## config.mk

```make
export PLATFORM = sky130hd
export DESIGN_NAME = booth_seq_ctrl
export DESIGN_NICKNAME = d
export VERILOG_FILES = /design/src/rtl/booth_pkg.sv /design/src/rtl/booth_iter_counter.sv /design/src/rtl/booth_seq_ctrl.sv
export SDC_FILE = /design/constraint.sdc
export NUM_CORES = 1
export LEC_CHECK = 0
export CAP_MARGIN = 20
export CORE_AREA = 2 2 40 42
export DETAILED_ROUTE_END_ITERATION = 7
export DIE_AREA = 0 0 42 44
export PLACE_DENSITY_LB_ADDON = 0.2
export SYNTH_ARGS = -nofsm -noshare
export SYNTH_HDL_FRONTEND = slang
export SYNTH_SLANG_ARGS = --single-unit
```

## constraint.sdc

```tcl
create_clock -name clk -period 1.2 [get_ports clk]
set_input_delay 0.24 -clock clk [delete_from_list [all_inputs] [get_ports clk]]
set_output_delay 0.24 -clock clk [all_outputs]
set_load 0.02 [all_outputs]
```

## src/rtl/booth_pkg.sv

```systemverilog
// Shared types for the radix-2 Booth multiplier: controller states, adder
// operation encoding and the Booth bit-pair decode.
package booth_pkg;

  typedef enum logic [2:0] {
    IDLE  = 3'd0,
    LOAD  = 3'd1,
    ITER  = 3'd2,
    FINAL = 3'd3,
    DONE  = 3'd4
  } booth_state_e;

  typedef enum logic [1:0] {
    NOP = 2'b00,
    ADD = 2'b01,
    SUB = 2'b10
  } booth_op_e;

  // Partial-product register enables; at most one bit set per cycle.
  typedef struct packed {
    logic ld;
    logic pp;
    logic fp;
  } booth_en_t;

  // {q0, q-1}: 01 -> add multiplicand, 10 -> subtract, 00/11 -> shift only.
  function automatic booth_op_e booth_decode(input logic [1:0] bits);
    booth_op_e op;
    case (bits)
      2'b01:   op = ADD;
      2'b10:   op = SUB;
      default: op = NOP;
    endcase
    return op;
  endfunction

endpackage

```

## src/rtl/booth_iter_counter.sv

```systemverilog
// Remaining-iteration counter: load WIDTH_IN, count down, flag the last pass.
module booth_iter_counter #(
  parameter  int WIDTH_IN = 16,
  localparam int CNT_W    = $clog2(WIDTH_IN + 1)
) (
  input  logic             clk,
  input  logic             reset,
  input  logic             clear,
  input  logic             load,
  input  logic             dec,
  output logic [CNT_W-1:0] cnt,
  output logic             last
);

  always_ff @(posedge clk) begin
    if (!reset || clear)
      cnt <= '0;
    else if (load)
      cnt <= CNT_W'(WIDTH_IN);
    else if (dec)
      cnt <= cnt - CNT_W'(1);
  end

  assign last = (cnt == CNT_W'(1));

  // The FSM leaves ITER on the last pass, so a decrement at zero means a
  // sequencing bug.
  a_no_underflow: assert property (@(posedge clk) disable iff (!reset)
    (dec && !clear && !load) |-> (cnt != '0));

endmodule

```

## src/rtl/booth_seq_ctrl.sv

```systemverilog
// Sequencing controller for the radix-2 Booth multiplier: load, WIDTH_IN
// add/sub/shift passes, final capture, then a valid/ready hand-off.
module booth_seq_ctrl
  import booth_pkg::*;
#(
  parameter  int WIDTH_IN = 16,
  localparam int CNT_W    = $clog2(WIDTH_IN + 1)
) (
  input  logic             clk,
  input  logic             reset,
  input  logic             start_i,
  output logic             start_rdy_o,
  input  logic [1:0]       booth_bits_i,
  input  logic             flush_i,
  output logic             en_i,
  output logic             en_pp,
  output logic             en_fp,
  output logic [1:0]       op_o,
  output logic [CNT_W-1:0] iter_cnt_o,
  output logic             busy_o,
  output logic             valid_o,
  input  logic             ready_i
);

  booth_state_e state_q, state_d;
  booth_en_t    en;
  booth_op_e    op;
  logic         last;

  always_ff @(posedge clk) begin
    if (!reset)
      state_q <= IDLE;
    else
      state_q <= state_d;
  end

  always_comb begin
    state_d = state_q;
    unique case (state_q)
      IDLE:    if (start_i) state_d = LOAD;
      LOAD:    state_d = ITER;
      ITER:    if (last) state_d = FINAL;
      FINAL:   state_d = DONE;
      DONE:    if (ready_i) state_d = IDLE;
      default: state_d = IDLE;
    endcase
    // Abort overrides everything but reset, including a pending product.
    if (flush_i)
      state_d = IDLE;
  end

  always_comb begin
    en    = '0;
    en.ld = (state_q == LOAD);
    en.pp = (state_q == ITER);
    en.fp = (state_q == FINAL);
  end

  // op_o is the only output that looks at an input; gated so the adder
  // idles outside the iteration window.
  assign op = (state_q == ITER) ? booth_decode(booth_bits_i) : NOP;

  booth_iter_counter #(.WIDTH_IN(WIDTH_IN)) u_cnt (
    .clk   (clk),
    .reset (reset),
    .clear (flush_i),
    .load  (en.ld),
    .dec   (en.pp),
    .cnt   (iter_cnt_o),
    .last  (last)
  );

  assign en_i        = en.ld;
  assign en_pp       = en.pp;
  assign en_fp       = en.fp;
  assign op_o        = op;
  assign start_rdy_o = (state_q == IDLE);
  assign busy_o      = (state_q == LOAD) || (state_q == ITER) || (state_q == FINAL);
  assign valid_o     = (state_q == DONE);

endmodule

```

==> summary.txt <==
Outcome
  – Status: finished with violations
  – Failing checks: setup timing

Setup path
  – Crit path kind: reg2out
  – CP max-delay cell: or3b_4
  – Crit path largest cell delay: 0.44 ns
  – Critical-path cell list: or3b_4 -> nor3b_4 -> buf_6
  – Crit-path max FO: 3
  – R2r setup slk: -0.22 ns
  – Worst EP required: approximately 0.96 ns
  – Worst EP arrival: around 1.3 ns
  – Buf/Inv on CP: 1
  – Setup crit end kind: primary output
  – Startpoint Class: flop
  – Crit path max-delay family: simple AND/OR/NAND/NOR gates

STA
  – Setup WS post-layout: -0.383 ns
  – Max Fclk: 0.632 GHz
  – Unrepaired setup endpoints after global routing: true
  – Final Hold Viols: 0
  – Final min period: 1.58 ns
  – Worst-margin pin slew: 0.252 ns
  – Fin Hold WS: around 0.48 ns
  – Period utilization: 1.32
  – Clock Skews: approximately 0.0028 ns
  – Fin Setup TNS: -2.34 ns
  – Max-slew violations: 0
  – Relative slew slack: 0.832
  – # setup viols final: 14

Clock tree
  – Clock latency on the worst-skew pair: between 0.2 and 0.3 ns
  – Num CTS Buffers: 3
  – Clock Sinks: 8
  – Worst-path clk slew: 0.06 ns
  – Root buffer cell: clkbuf_4
  – Clk buf depth: 2
  – CTS tree: done
  – Post-cts hold buffer count: 0
  – H-tree Lvls: 1

Logic synthesis
  – Mapped Cells: between 40 and 50
  – Top FF cell, synth: dfxtp_1
  – Syn Area/Cell: roughly 10 um2
  – Cell Area, Synth: about 470 um2
  – Top cell type's share of synthesized area: 0.342
  – Synth warn: 0
  – Post-synth top cells: dfxtp_1 (8), nor2_1 (8), inv_1 (3), nor3b_1 (3)
  – Register area share after synthesis: 0.342
  – Top post-synthesis cells by area: dfxtp_1 (34%), nor2_1 (6.4%), o41ai_4 (5.9%)
  – Syn nets: 57
  – Post-synth EDFFs: 0
  – Register bit total from synthesis: 8
  – Async set-reset flop share out of synthesis: 0
  – Number of distinct library cells after synthesis: 26
  – Synth area leader: dfxtp_1

Power and ir drop
  – Power Density: 661 nW/um2
  – Peak supply drop: approximately 510 uV
  – Leak Pwr: 0.380 nW

Place
  – Dpl cells: 94
  – Port bufs: 19
  – Post-DP HPWL: just under 900 um
  – Routability Congestion: 0.691
  – Area post-placement: 806 um2

Finish
  – Share of cells above drive strength 1: 0.674
  – Non-Filler Instances: around 100
  – Antenna fix cells: 0
  – Layout Nets: 96
  – Post-layout util: 0.667
  – Post-route design area: between 900 and 1000 um2
  – Area delta synth->final: 102%

Hold path
  – Worst min-delay path class: reg2reg

GRT
  – GRT overflow: 0
  – Initial antenna violation count: 0
  – Vias in the first global route: between 400 and 500
  – Overall Global Routing Usage: 0.151
  – Largest net degree at the start of global routing: 9
  – First-pass GRT wire length: approximately 2.1 mm

Route
  – Routed wire length: roughly 1.2 mm
  – Drt first-iter violations: 1
  – Routed length per instance: approximately 12 um
  – # DRC: 0
  – TritonRoute pass-1 iters: 2
  – Post-route ant nets: 0
  – Via density: ~4.7
  – Vias: ~480

Floorplan
  – Core Region: about 1400 um2
  – # IOs: 20
  – Initial Util: 0.330
  – Die area: about 1800 um2
  – Chip Height: 44 um
  – Row count: 14
  – Die width: ~42 um

Job
  – Max-cap violations: 0
## worst reg2reg max path: stages, from the launching register on
cell	delay, ns
dfxtp_2	0.32
or3b_4	0.44
buf_12	0.16
buf_6	0.11
o41ai_4	0.21
a21oi_2	0.08
## per-layer routing
layer,GRT usage,vias up,part of all wire,wire (um)
met5,0,-,0,0
met4,0.116,0,0.014,17
met3,0.0208,2,0.062,73
met2,0.259,14,0.49,579
met1,0.170,220,0.43,504
li1,-,247,-,-
## power breakdown
group	total (mW)	switching [mW]	internal, mW
clock network	0.222	0.0944	0.127
registers	0.270	0.00352	0.267
logic	0.133	0.0559	0.0772
total	0.625	0.154	0.471
## cell families (layout without fill, tap and decap cells)
| group | Yosys count | after routing | synth area share |
|---|---|---|---|
| fa+ha+maj | 2 | 2 | 0.0535 |
| compound gates | 8 | 8 | 0.182 |
| flops | 8 | 8 | 0.342 |
| buf+inv | 5 | 43 | 0.0668 |
| simple gates | 24 | 24 | 0.337 |
| xor+xnor | 1 | 1 | 0.0187 |
## per-stage QoR
stage,setup WS (ns),power [mW]
after floorplan,-0.186,0.326
after global placement,-0.599,0.384
after detailed placement,-0.617,0.385
after CTS,-0.392,0.635
after global routing,-0.458,0.669
final,-0.383,0.625
## flip-flops by register name, indices dropped and copies added, names as in the netlist
signal / cells
state_q: 3
u_cnt.cnt: 5
## what timing repair did
| action | CTS | global route |
|---|---|---|
| setup endpoints to repair | 19 | 20 |
| setup buffers | 4 | 2 |
| pin swaps | 9 | 2 |
| gates resized for setup | 74 | 12 |
## cells in the final DEF (no fill, tap or decap), types with 2 or more instances in the layout
master / Yosys / final
buf_6: 1 / 11
buf_4: 0 / 9
nor2_1: 8 / 6
clkdlybuf4s50_1: 0 / 6
nor3b_4: 0 / 4
dfxtp_2: 0 / 4
clkbuf_4: 0 / 3
inv_1: 3 / 2
nor2_2: 0 / 2
a211oi_2: 1 / 2
a21oi_2: 1 / 2
ha_1: 2 / 2
buf_8: 0 / 2
clkbuf_2: 0 / 2
clkdlybuf4s15_1: 0 / 2
dfxtp_4: 0 / 2
dfxtp_1: 8 / 2
## layout make-up
cell class	instances	area, um2
fill	130	473
timing repair buffer	35	348
sequential	8	173
clock buffer	4	26.3
multi-input combinational	35	352
tap	16	20.0
inverter	4	27.5
## final timing paths
path / startpoint / endpoint / cells past startpoint
max: state_q[0] / op_o[1] / 3
min: u_cnt.cnt[4] / u_cnt.cnt[4] / 1
max reg2reg: state_q[0] / u_cnt.cnt[3] / 5
min reg2reg: u_cnt.cnt[4] / u_cnt.cnt[4] / 1
No activity file was read; power rests on OpenSTA's default activity.
